**src/rtl/phase_scan_ctrl.sv**
```systemverilog
// phase_scan_ctrl: receive-side phase sequencer for one I or Q branch.
// The block steps through every downsampler sampling phase. At each phase it
// discards a settling period, then counts symbol errors over a fixed window.
// It then locks onto the phase with the fewest errors and enables the BER
// checker there.
// Optional feature: define PHASE_SCAN_CONT_TRACK_EN to keep monitoring errors
// while locked, and to rescan automatically when a window exceeds TRACK_THR.
module phase_scan_ctrl #(
  parameter int NB_PHASE   = 2,
  parameter int N_PHASES   = 4,
  parameter int NB_WIN     = 10,
  parameter int WIN_LEN    = 1023,
  parameter int SETTLE_LEN = 16,
  parameter int NB_ERR     = 10,
  parameter int TRACK_THR  = 64
) (
  input  logic                clock,
  input  logic                reset,
  input  logic                i_start,
  input  logic                i_valid,
  input  logic                i_err,
  output logic [NB_PHASE-1:0] o_phase,
  output logic                o_enb_rx,
  output logic                o_clr_ber,
  output logic                o_busy,
  output logic                o_done,
  output logic [NB_PHASE-1:0] o_best_phase,
  output logic [NB_ERR-1:0]   o_best_err
);

  typedef enum logic [2:0] {
    IDLE    = 3'd0,
    SETTLE  = 3'd1,
    MEASURE = 3'd2,
    COMPARE = 3'd3,
    LOCK    = 3'd4
  } state_t;

  localparam logic [NB_WIN-1:0]   SETTLE_LAST = NB_WIN'(SETTLE_LEN - 1);
  localparam logic [NB_WIN-1:0]   WIN_LAST    = NB_WIN'(WIN_LEN - 1);
  localparam logic [NB_PHASE-1:0] PHASE_LAST  = NB_PHASE'(N_PHASES - 1);
  localparam logic [NB_ERR-1:0]   ERR_MAX     = {NB_ERR{1'b1}};
  localparam logic [NB_ERR-1:0]   TRACK_LIM   = NB_ERR'(TRACK_THR);

  state_t              state_q, state_d;
  logic [NB_PHASE-1:0] cur_phase_q, cur_phase_d;
  logic [NB_PHASE-1:0] best_phase_q, best_phase_d;
  logic [NB_ERR-1:0]   best_err_q, best_err_d;
  logic [NB_WIN-1:0]   sym_cnt_q, sym_cnt_d;
  logic [NB_ERR-1:0]   err_acc_q, err_acc_d;
  logic [NB_ERR-1:0]   acc_sat;
  logic                start_scan;

  logic [NB_PHASE-1:0] phase_d;
  logic                enb_rx_d;
  logic                clr_ber_d;
  logic                busy_d;
  logic                done_d;
  logic [NB_PHASE-1:0] best_phase_out_d;
  logic [NB_ERR-1:0]   best_err_out_d;

`ifndef PHASE_SCAN_CONT_TRACK_EN
  // Without tracking, LOCK never compares against the threshold.
  logic [NB_ERR-1:0] unused_track_lim;
  assign unused_track_lim = TRACK_LIM;
`endif

  // Error accumulator value after this strobe. It sticks at all-ones
  // instead of wrapping, so a very bad phase never looks like a good one.
  always_comb begin
    acc_sat = err_acc_q;
    if (i_err && (err_acc_q != ERR_MAX)) begin
      acc_sat = err_acc_q + NB_ERR'(1);
    end
  end

  // Next-state logic for the scan sequencer, plus the datapath updates.
  // A scan can start in two ways: from IDLE, or by a restart from LOCK.
  // Either way it resets the running best and raises a BER clear pulse.
  always_comb begin
    state_d          = state_q;
    cur_phase_d      = cur_phase_q;
    best_phase_d     = best_phase_q;
    best_err_d       = best_err_q;
    sym_cnt_d        = sym_cnt_q;
    err_acc_d        = err_acc_q;
    best_phase_out_d = o_best_phase;
    best_err_out_d   = o_best_err;
    clr_ber_d        = 1'b0;
    start_scan       = 1'b0;

    case (state_q)
      IDLE: begin
        start_scan = i_start;
      end

      SETTLE: begin
        if (i_valid) begin
          if (sym_cnt_q == SETTLE_LAST) begin
            sym_cnt_d = '0;
            err_acc_d = '0;
            state_d   = MEASURE;
          end else begin
            sym_cnt_d = sym_cnt_q + NB_WIN'(1);
          end
        end
      end

      MEASURE: begin
        if (i_valid) begin
          err_acc_d = acc_sat;
          if (sym_cnt_q == WIN_LAST) begin
            sym_cnt_d = '0;
            state_d   = COMPARE;
          end else begin
            sym_cnt_d = sym_cnt_q + NB_WIN'(1);
          end
        end
      end

      COMPARE: begin
        if (err_acc_q < best_err_q) begin
          best_err_d   = err_acc_q;
          best_phase_d = cur_phase_q;
        end
        sym_cnt_d = '0;
        clr_ber_d = 1'b1;
        if (cur_phase_q == PHASE_LAST) begin
          err_acc_d        = '0;
          best_phase_out_d = best_phase_d;
          best_err_out_d   = best_err_d;
          state_d          = LOCK;
        end else begin
          cur_phase_d = cur_phase_q + NB_PHASE'(1);
          state_d     = SETTLE;
        end
      end

      LOCK: begin
        if (i_start) begin
          start_scan = 1'b1;
        end
`ifdef PHASE_SCAN_CONT_TRACK_EN
        else if (i_valid) begin
          if (sym_cnt_q == WIN_LAST) begin
            if (acc_sat > TRACK_LIM) begin
              start_scan = 1'b1;
            end else begin
              sym_cnt_d = '0;
              err_acc_d = '0;
            end
          end else begin
            sym_cnt_d = sym_cnt_q + NB_WIN'(1);
            err_acc_d = acc_sat;
          end
        end
`endif
      end

      default: begin
        state_d = IDLE;
      end
    endcase

    if (start_scan) begin
      state_d      = SETTLE;
      cur_phase_d  = '0;
      best_phase_d = '0;
      best_err_d   = ERR_MAX;
      sym_cnt_d    = '0;
      err_acc_d    = '0;
      clr_ber_d    = 1'b1;
    end
  end

  // Output values are decoded from the next state, so every output is
  // registered. The phase selector only moves when the state changes.
  always_comb begin
    busy_d   = (state_d == SETTLE) || (state_d == MEASURE) || (state_d == COMPARE);
    done_d   = (state_d == LOCK);
    enb_rx_d = (state_d != IDLE);
    phase_d  = '0;
    if (state_d == LOCK) begin
      phase_d = best_phase_d;
    end else if (state_d != IDLE) begin
      phase_d = cur_phase_d;
    end
  end

  // State, datapath and output registers, with a synchronous reset.
  always_ff @(posedge clock) begin
    if (reset) begin
      state_q      <= IDLE;
      cur_phase_q  <= '0;
      best_phase_q <= '0;
      best_err_q   <= ERR_MAX;
      sym_cnt_q    <= '0;
      err_acc_q    <= '0;
      o_phase      <= '0;
      o_enb_rx     <= 1'b0;
      o_clr_ber    <= 1'b0;
      o_busy       <= 1'b0;
      o_done       <= 1'b0;
      o_best_phase <= '0;
      o_best_err   <= ERR_MAX;
    end else begin
      state_q      <= state_d;
      cur_phase_q  <= cur_phase_d;
      best_phase_q <= best_phase_d;
      best_err_q   <= best_err_d;
      sym_cnt_q    <= sym_cnt_d;
      err_acc_q    <= err_acc_d;
      o_phase      <= phase_d;
      o_enb_rx     <= enb_rx_d;
      o_clr_ber    <= clr_ber_d;
      o_busy       <= busy_d;
      o_done       <= done_d;
      o_best_phase <= best_phase_out_d;
      o_best_err   <= best_err_out_d;
    end
  end

endmodule
```
**config.mk**
```make
export PLATFORM = sky130hd
export DESIGN_NAME = phase_scan_ctrl
export DESIGN_NICKNAME = d
export VERILOG_FILES = /design/src/rtl/phase_scan_ctrl.sv
export SDC_FILE = /design/constraint.sdc
export NUM_CORES = 1
export LEC_CHECK = 0
export CORE_UTILIZATION = 40
export DETAILED_ROUTE_END_ITERATION = 12
export PLACE_DENSITY = 0.57
export SLEW_MARGIN = 30
export SYNTH_ARGS = -nofsm -noshare
export SYNTH_HDL_FRONTEND = slang
export SYNTH_SLANG_ARGS = --single-unit
```
**constraint.sdc**
```tcl
create_clock -name clock -period 2.9 [get_ports clock]
set_clock_uncertainty 0.05 [all_clocks]
set_input_delay 0.58 -clock clock [delete_from_list [all_inputs] [get_ports clock]]
set_output_delay 0.58 -clock clock [all_outputs]
set_load 0.01 [all_outputs]
```
# Yosys cells after proc, flatten, opt, wreduce, memory -nomap -nowiden
# Cells that the tools add are included.
# word_totals
wordCells	76
output_inout_bits	18
reg_bits	55
# op_classes
mux	31
n_reduce_logical	11
eq_ne	17
n_addsub	3
order_cmp	1
# ops
op	count
2-to-1 mux 10 bit	10
one-hot mux 10 bit (3 select lines)	2
adder 10 x 1 -> 10 bit (second input constant)	2
2-to-1 mux 3 bit	6
2-to-1 mux 2 bit	8
equality test 3 x 2 -> 1 bit (second input constant)	4
one-hot mux 3 bit (4 select lines)	1
equality test 10 bit (second input constant)	1
equality test 10 x 4 -> 1 bit (second input constant)	1
less-than comparator 10 bit	1
inequality test 10 bit (second input constant)	1
inequality test 2 bit (second input constant)	5
equality test 3 x 1 -> 1 bit (second input constant)	2
equality test 3 bit (second input constant)	2
AND reduction 6 bit	1
nonzero test 3 bit	2
OR reduction 2 bit	2
zero test 3 bit	1
2-to-1 mux 1 bit	3
AND reduction 3 bit	1
adder 2 x 1 -> 2 bit (second input constant)	1
equality test 2 bit (second input constant)	1
logical OR 1 bit	2
one-hot mux 1 bit (2 select lines)	1
2 further kinds	2

# Depth between registers and ports, before layout
# Gate-level depths: netlist of the first run.
# logic_depth
depth_word	8
mapped_depth	9
depth_no_buf	7

# Worst setup path before layout of the first run
# Ideal clock, no wire load.
# synth_path
path_type	register -> register
from	reg err_acc_q[4]
to	reg o_best_err[1]
path_slack_ns	0.821
arrival_time_ns	1.955
stages_incl_launch_ff	9
synth_period_minus_slack_ns	2.079
n_path_buf	2
setup_time_ns	0.074
path_cell_list	dfxtp_1 > ha_1 > and3_1 > a221oi_1 > or2_2 > buf_2 > clkbuf_1 > nand3_1 > a31oi_1
# synth_via
elab_chain_len	2
# synth_rtl
item	line	rtl
start, declared	50	logic [NB_ERR-1:0] err_acc_q, err_acc_d;
start signal, assigned	212	err_acc_q <= err_acc_d;
less-than comparator 10 bit	122	if (err_acc_q < best_err_q) begin
2-to-1 mux 10 bit	122	
end signal, assigned	219	o_best_err <= best_err_out_d;
end, declared	28	output logic [NB_ERR-1:0] o_best_err
# Every way passes these cells.
# A chain may end at the register's enable or synchronous reset.

# Worst setup path in the final report of the first run
# layout_path
from	reg state_q[1]
to	reg err_acc_q[8]
# layout_via
elab_chain_len	3
# layout_rtl
item	line	rtl
start, declared	45	state_t state_q, state_d;
start signal, assigned	207	state_q <= state_d;
equality test 3 x 2 -> 1 bit (tied with other cells)	92	case (state_q)
inequality test 2 bit (no line) (tied with other cells)	--	
AND reduction 6 bit (no line) or OR reduction 2 bit (tied branches)	--	
# Parallel ways exist; a longest one is shown, timed or not.

==> results of run 1 <==
==> registers in the layout (all words and copies together), names as in the netlist <==
name,count
best_err_q,10
err_acc_q,10
o_best_err,10
sym_cnt_q,10
state_q,3
best_phase_q,2
cur_phase_q,2
o_best_phase,2
o_phase,2
o_busy,1
o_clr_ber,1
o_done,1
o_enb_rx,1
==> through the flow <==
step | util | instances
floorplan | - | 349
global placement | 0.4647 | 454
detailed placement | 0.4647 | 454
CTS | 0.4778 | 462
global route | 0.4778 | 462
finish | 0.4778 | 462
==> power breakdown <==
part | switching (mW) | leakage (nW) | total, mW | internal [mW]
registers | 0.00648 | 0.445 | 0.766 | 0.760
logic | 0.0369 | 0.716 | 0.0644 | 0.0275
clock network | 0.268 | 0.0489 | 0.444 | 0.176
==> metal layers <==
layer	part of all wire	wire (µm)	track usage
met5	0	0	0
met4	0.0071	49	0.05067
met3	0.030	205	0.03016
met2	0.47	3202	0.3171
met1	0.50	3403	0.2596
==> Yosys cell counts, types with 3 or more instances <==
cell | count | share of area
buf_4 | 3 | 0.0076
o211ai_1 | 11 | 0.028
a21o_1 | 3 | 0.0076
inv_1 | 16 | 0.020
a31oi_1 | 13 | 0.028
a21oi_1 | 18 | 0.030
nand3_1 | 18 | 0.030
nor3_1 | 20 | 0.034
a211oi_1 | 6 | 0.015
nor3b_1 | 6 | 0.015
nand4_1 | 19 | 0.040
nor4_1 | 4 | 0.0085
o21ai_0 | 20 | 0.034
o31ai_1 | 5 | 0.013
clkbuf_8 | 3 | 0.014
ha_1 | 12 | 0.051
clkbuf_1 | 15 | 0.019
or4_1 | 4 | 0.010
and3_1 | 4 | 0.0085
nand2_1 | 23 | 0.029
a32o_1 | 4 | 0.014
nor2_1 | 13 | 0.017
dfxtp_1 | 55 | 0.37
==> critical path: cells and delay by family (launching register included) <==
kind	cells	cell delay (ps)
compound gates	1	260
buf+inv	1	180
flops	1	610
simple gates	3	1220
==> path summary, 6_finish.rpt <==
| kind | start | endpoint | cells past startpoint |
|---|---|---|---|
| hold / removal | best_err_q[7] | o_best_err[7] | 2 |
| setup reg to reg | state_q[1] | err_acc_q[8] | 5 |
| setup / recovery | state_q[1] | err_acc_q[8] | 5 |
| hold reg to reg | best_err_q[7] | o_best_err[7] | 2 |
==> logic make-up after synthesis <==
group	Yosys count	synth area share
flops	55	0.3724
xor+xnor	3	0.008889
mux	1	0.003386
simple gates	135	0.2615
buf+inv	42	0.07109
fa+ha+maj	12	0.05078
compound gates	101	0.2319
==> cell type report <==
cell class,count,area [µm²]
fillers,704,3646
multi-input cells,252,1645
flip-flops and latches,55,1101
repair buffers,35,317.8
well taps,96,120.1
clock buffers,5,68.82
inverters,16,60.06
clock inverters,3,22.52
==> results.toml, run 1 <==
[outcome]
outcome = "finished clean"

[critical_path]
worstPathMaxFanout = 14
max_stage_delay_ps = 610
start_kind = "flop"
rrSetupSlack_ps = 480
cp.arrival_ps = 2570
cp_slowest_cell = "dfxtp_1"
cp.required_ps = 3060
cp_cell_sequence = "inv_1 -> or3_2 -> nor2_1 -> nor4_1 -> o221a_2"
worst-setup-path-type = "flop to flop"
setup.worst_path.end_class = "flop"

[floorplanning]
die_h_um = 87.98
die_x_um = 87.98
io_pins = 23
die_area_mm2 = 0.007740
initial_core_util = 0.4235
rows = 30
coreArea_mm2 = 0.006982

[placed_design]
dp_hpwl_um = 4966
postPlaceCellArea_mm2 = 0.003244
portBuffers = 22
gp_congestion = 0.8523
pre_cts_ws_ps = 202.1

[finish]
syn_to_final_growth_pct = 12.82
final_nets = 382
antenna_cells = 0
finalInstanceArea_mm2 = 0.003336
final_common_cell = "dfxtp_1"
drive_gt1_frac = 0.1093
final_cell_mix = "55 x dfxtp_1, 23 x nand2_1, 22 x clkdlybuf4s50_1"

[logic_synthesis]
synth_cell_type_count = 63
syn_area_per_cell_um2 = 8.472
synth_area_mm2 = 0.002957
synthFlopType = "dfxtp_1"
yosys_warnings = 0
syn-instance-count = 349
ys_seq_area_frac = 0.3724
mappedNetlistNets = 366
ys_ff_latch = 55
synth_async_sr_flop_share = 0
synth_edf_count = 0

[sta]
finalWorstSetupSlack_ps = 483.9
rsz0062_at_grt = "no"
fmaxAchievable_mhz = 413.9
min_period_ps = 2416
slew_headroom = 0.5313
fin_tns_setup_ps = 0
finalSetupViolCount = 0
worst_pin_slew_ps = 700.5
drv_slew = 0
timing.hold.ws_ps = 453.2
fin_crit_sh = 0.8332
hold_viol_final = 0

[cts]
holdBufCountCts = 0
worstSkewPairLatency_ps = 310
cts_sinks = 55
post_cts_buffers = 0
tritoncts = "built"
clkSlewWorstSetupHoldPaths_ps = 110
htreeDepth = 2
cts_buffers = 5
cts_buffer_depth = 2
cts-resized-gates = 0
clockRootBuffer = "clkbuf_8"

[power_and_ir_drop]
peakVddDrop_uv = 205.6
power_mw = 1.274
power.density_mw_per_mm2 = 382.0
p_leak_nw = 1.210

[detailed_routing]
route.detailed.drc = 0
dr_total_vias = 2642
routed_wl_um = 6861
ant_nets = 0
drt_iter0_markers = 89
vias_per_cell = 5.719
dr.pass1.iters = 5
wire_per_inst_um = 14.85

[min_path]
hp-class = "flop to flop"

[global_route]
first_global_vias = 2420
grt_first_pass_wirelength_um = 11870
antenna_found_initial = 0
grt_usage = 0.1919
overflow = 0
grt_max_degree = 27

[run]
drv_cap = 0
Note: power is estimated with default switching activity, not from simulation.
==> inputs of run 2 (changes only) <==
--- a/config.mk
+++ b/config.mk
@@ -7,7 +7,7 @@
 export LEC_CHECK = 0
 export CORE_UTILIZATION = 40
 export DETAILED_ROUTE_END_ITERATION = 12
-export PLACE_DENSITY = 0.57
+export PLACE_DENSITY = 0.59
 export SLEW_MARGIN = 30
 export SYNTH_ARGS = -nofsm -noshare
 export SYNTH_HDL_FRONTEND = slang
==> constraint.sdc (replaced) <==
create_clock -name clock -period 2.2 [get_ports clock]
set_clock_uncertainty 0.05 [all_clocks]
set_input_delay 0.44 -clock clock [delete_from_list [all_inputs] [get_ports clock]]
set_output_delay 0.44 -clock clock [all_outputs]
set_load 0.01 [all_outputs]
==> run 2 against run 1 <==
Core utilization increased by 6.5 points. Via count up 6.7%. Setup slack worse by 450 ps. Global-route usage is 0.12 points higher. Worst hold slack hardly changed. Combinational power increased by 63%. Flip-flop and latch count stayed put. First-iteration DRC count grew 58%. Critical path depth rose by 1. Routed wire length increased by 6.6%. Count of clock-buffer cells in the layout increased by 1. Sequential power increased by 32%. Critical endpoint is now err_acc_q[7]. Highest routed layer unchanged.
==> results.toml, run 2 (synthesized netlist as in run 1, its figures left out) <==
[outcome]
outcome = "finished clean"

[floorplanning]
initial_core_util = 0.4235
coreArea_mm2 = 0.006982
io_pins = 23
die_h_um = 87.98
die_x_um = 87.98
die_area_mm2 = 0.007740
rows = 30

[global_route]
grt_usage = 0.1931
grt_first_pass_wirelength_um = 11790
use_met1 = 0.2638
overflow = 0
antenna_found_initial = 0
grt_max_degree = 27
busiest_layer = "met2"
grt_use_met2 = 0.3129
first_global_vias = 2445
use_met3 = 0.03393

[sta]
fmaxAchievable_mhz = 461.4
timing.hold.ws_ps = 453.7
rsz0062_at_grt = "yes"
slew_headroom = 0.6929
drv_slew = 0
worst_pin_slew_ps = 460.0
hold_viol_final = 0
finalSetupViolCount = 0
min_period_ps = 2167
fin_crit_sh = 0.9852

[cts]
cts_buffers = 5
clkSlewWorstSetupHoldPaths_ps = 110
worstSkewPairLatency_ps = 310
tritoncts = "built"
cts_sinks = 55
htreeDepth = 2
holdBufCountCts = 0
clockRootBuffer = "clkbuf_8"
cts_buffer_depth = 2

[placed_design]
portBuffers = 22
gp_congestion = 0.8667
dp.cells = 496
dp_hpwl_um = 5295

[detailed_routing]
ant_nets = 0
vias_per_cell = 5.573
dr.pass1.iters = 6
routed_wl_um = 7317
dr_total_vias = 2820
wire_per_inst_um = 14.46
drt_iter0_markers = 141
route.detailed.drc = 0

[power_and_ir_drop]
power.density_mw_per_mm2 = 457.0
peakVddDrop_uv = 330.0
p_leak_nw = 1.450

[critical_path]
worst-setup-path-type = "flop to flop"
setup.worst_path.end_class = "flop"
cp.arrival_ps = 2310
cp.required_ps = 2350
start_kind = "flop"
worstPathMaxFanout = 5

[finish]
multi_input_area_mm2 = 0.001744
nFillCells = 680
register_area_mm2 = 0.001107
final_nets = 426
drive_gt1_frac = 0.2512
layout.cells.non_filler = 506
post-route-util = 0.5423
antenna_cells = 0
syn_to_final_growth_pct = 28.06
final_cell_mix = "55 x buf_4, 50 x dfxtp_1, 23 x nand2_1"
final_common_cell = "buf_4"

[min_path]
hp-class = "flop to flop"

[run]
drv_cap = 0
==> run 2: layout make-up <==
cell class | instances | share of cell area
clock buffer | 6 | 0.02181
clock inverter | 2 | 0.004296
multi-input combinational | 253 | 0.4607
timing repair buffer | 78 | 0.1732
tap | 96 | 0.03173
sequential | 55 | 0.2925
inverter | 16 | 0.01586
==> run 2: power by group <==
group          leakage (nW)  internal (mW)  switching, mW
clock                0.0474          0.258          0.357
sequential            0.445           1.00        0.00798
combinational         0.958         0.0504         0.0546
==> run 2: final timing paths <==
check                                    from            end  slack (ps)  cells past startpoint
worst max-delay path             sym_cnt_q[7]   err_acc_q[7]          30                      6
worst min-delay path            best_err_q[6]  o_best_err[6]         450                      2
worst max register to register   sym_cnt_q[7]   err_acc_q[7]          30                      6
worst min register to register  best_err_q[6]  o_best_err[6]         450                      2
==> run 2: per-layer routing <==
layer	vias to the layer above	share of wire
li1	1444	-
met1	1304	0.47
met2	68	0.48
met3	4	0.037
met4	0	0.0096
met5	-	0
==> run 2: critical path: stages, from the launching register on <==
cell and delay, ps:
dfxtp_2 340, or4_4 560, nor4_4 310, o21ai_2 160, buf_4 190, o41ai_2 360
a21oi_2 90
==> run 2: repair_timing <==
action / in CTS / in global routing
setup buffers: 0 / 1
pin swaps: 0 / 10
endpoints found under the setup margin: 11 / 28
gates cloned: 0 / 1
resized for setup: 2 / 26
==> run 2: through the flow <==
| stage | power (mW) | TNS [ps] | setup WS [ps] | area [µm²] |
|---|---|---|---|---|
| 6_report | 1.730 | 0 | 32.64 | 3786 |
| 5_1_grt | 1.788 | -72.06 | -31.12 | 3786 |
| 4_1_cts | 1.742 | 0 | 15.30 | 3680 |
| 3_5_place_dp | 1.137 | -2439 | -281.0 | 3572 |
| 3_3_place_gp | 1.135 | -1923 | -234.8 | 3572 |
| 2_1_floorplan | 1.083 | 0 | 120.8 | 2957 |
==> inputs of run 3 (changes only) <==
--- a/config.mk
+++ b/config.mk
@@ -5,9 +5,9 @@
 export SDC_FILE = /design/constraint.sdc
 export NUM_CORES = 1
 export LEC_CHECK = 0
-export CORE_UTILIZATION = 40
+export CORE_UTILIZATION = 52
 export DETAILED_ROUTE_END_ITERATION = 12
-export PLACE_DENSITY = 0.59
+export PLACE_DENSITY = 0.74
 export SLEW_MARGIN = 30
 export SYNTH_ARGS = -nofsm -noshare
 export SYNTH_HDL_FRONTEND = slang
==> run 3 against run 2 <==
Critical path type unchanged. Setup slack better by 48 ps. Highest routed layer unchanged. Count of clock-buffer cells in the layout fell by 1. Power grew 2.9%. Largest cell class unchanged.
==> results.toml, run 3 (synthesized netlist as in run 1, its figures left out) <==
[outcome]
outcome = "finished clean"

[placed_design]
postPlaceCellArea_mm2 = 0.003582
dp_hpwl_um = 5215
portBuffers = 22
gp_congestion = 0.8463
dp.cells = 474
pre_cts_ws_ps = -167.4

[finish]
syn_to_final_growth_pct = 26.70
antenna_cells = 0
final_common_cell = "buf_4"
layout.cells.non_filler = 481
finalInstanceArea_mm2 = 0.003746
final_nets = 426
drive_gt1_frac = 0.2323
post-route-util = 0.6803
final_cell_mix = "54 x buf_4, 52 x dfxtp_1, 23 x nand2_1"

[floorplanning]
io_pins = 23
initial_core_util = 0.5369
die_x_um = 77.41
die_area_mm2 = 0.005992
coreArea_mm2 = 0.005507
die_h_um = 77.41
rows = 27

[cts]
cts_buffers = 5
cts_buffer_depth = 2
clkSlewWorstSetupHoldPaths_ps = 100
worstSkewPairLatency_ps = 310
post_cts_buffers = 0
tritoncts = "built"
clockRootBuffer = "clkbuf_8"
htreeDepth = 2
cts_sinks = 55

[detailed_routing]
route.detailed.drc = 0
routed_wl_um = 6962
drt_iter0_markers = 222
wire_per_inst_um = 14.47
dr.pass1.iters = 5
dr_total_vias = 2906
ant_nets = 0
vias_per_cell = 6.042

[sta]
timing.hold.ws_ps = 446.7
finalSetupViolCount = 0
fin_crit_sh = 0.9632
slew_headroom = 0.5741
rsz0062_at_grt = "no"
fmaxAchievable_mhz = 471.9
min_period_ps = 2119
drv_slew = 0
worst_pin_slew_ps = 632.1
hold_viol_final = 0
fin_tns_setup_ps = 0
finalWorstSetupSlack_ps = 81.00

[critical_path]
setup.worst_path.end_class = "flop"
cp.arrival_ps = 2290
worst_r2r_path_depth = 8
rrSetupSlack_ps = 80
worst-setup-path-type = "flop to flop"
cp.required_ps = 2380
r2r_start = "best_err_q[3]"
start_kind = "flop"
timing.rr.end = "o_phase[1]"
worstPathMaxFanout = 3

[power_and_ir_drop]
power.density_mw_per_mm2 = 475.4
power_mw = 1.781
p_leak_nw = 1.458
peakVddDrop_uv = 309.0

[run]
drv_cap = 0

[global_route]
grt_usage = 0.2451
overflow = 0
antenna_found_initial = 0
grt_max_degree = 27
grt_first_pass_wirelength_um = 11900
first_global_vias = 2617

[min_path]
hp-class = "flop to flop"
holdPathStages = 2
hold_path_end = "o_best_err[1]"
min_from = "best_err_q[1]"
## run 3: cell count changes in the layout (fill, tap and decap cells not counted), moves of 2 or more
cell      before  now
a21oi_1       15   18
dfxtp_2        5    3
a21oi_2        4    1
dfxtp_1       50   52
o311ai_1       2    0
buf_12         1    3
## run 3: power breakdown
group | total [mW] | switching [mW] | internal, mW
registers | 1.01 | 0.00688 | 1.00
logic | 0.112 | 0.0546 | 0.0577
clock network | 0.661 | 0.328 | 0.333
total | 1.78 | 0.389 | 1.39
## run 3: worst max-delay path, cell delays in order, from the launching register on
cell,delay [ps]
dfxtp_2,330
inv_1,60
ha_1,290
and3_4,190
a221oi_2,230
buf_4,150
nor2_2,50
or4_4,580
o311ai_4,100
## run 3: routing by layer
metal  share of wire  track usage  vias up
met1            0.48       0.3287     1356
met5               0            0        -
met2            0.47       0.4027       88
met4          0.0098      0.06981        0
met3           0.046      0.04235        7
li1                -            -     1455
## run 3: timing repair
item / 4_1_cts / 5_1_grt
hold buffers: 0 / 0
gates resized for setup: 3 / 12
pin swaps: 0 / 3
setup endpoints to repair: 6 / 29
## run 3: cell type report
cell class | instances | area (µm²)
clock buffers | 5 | 68.82
clock inverters | 2 | 37.54
fillers | 445 | 1760
inverters | 16 | 60.06
multi-input cells | 252 | 1699
flip-flops and latches | 55 | 1105
well taps | 72 | 90.09
repair buffers | 79 | 685.7
## run 3: worst max-delay path by stage
| stage | slack [ps] | start | endpoint | cells after the start |
|---|---|---|---|---|
| floorplan | 120 | err_acc_q[4] | o_best_err[1] | 8 |
| global placement | -140 | i_valid | err_acc_q[4] | 6 |
| detailed placement | -170 | i_valid | err_acc_q[4] | 6 |
| CTS | 3 | best_err_q[3] | o_phase[1] | 8 |
| global route | 1 | best_err_q[3] | o_phase[1] | 8 |
| finish | 80 | best_err_q[3] | o_phase[1] | 8 |
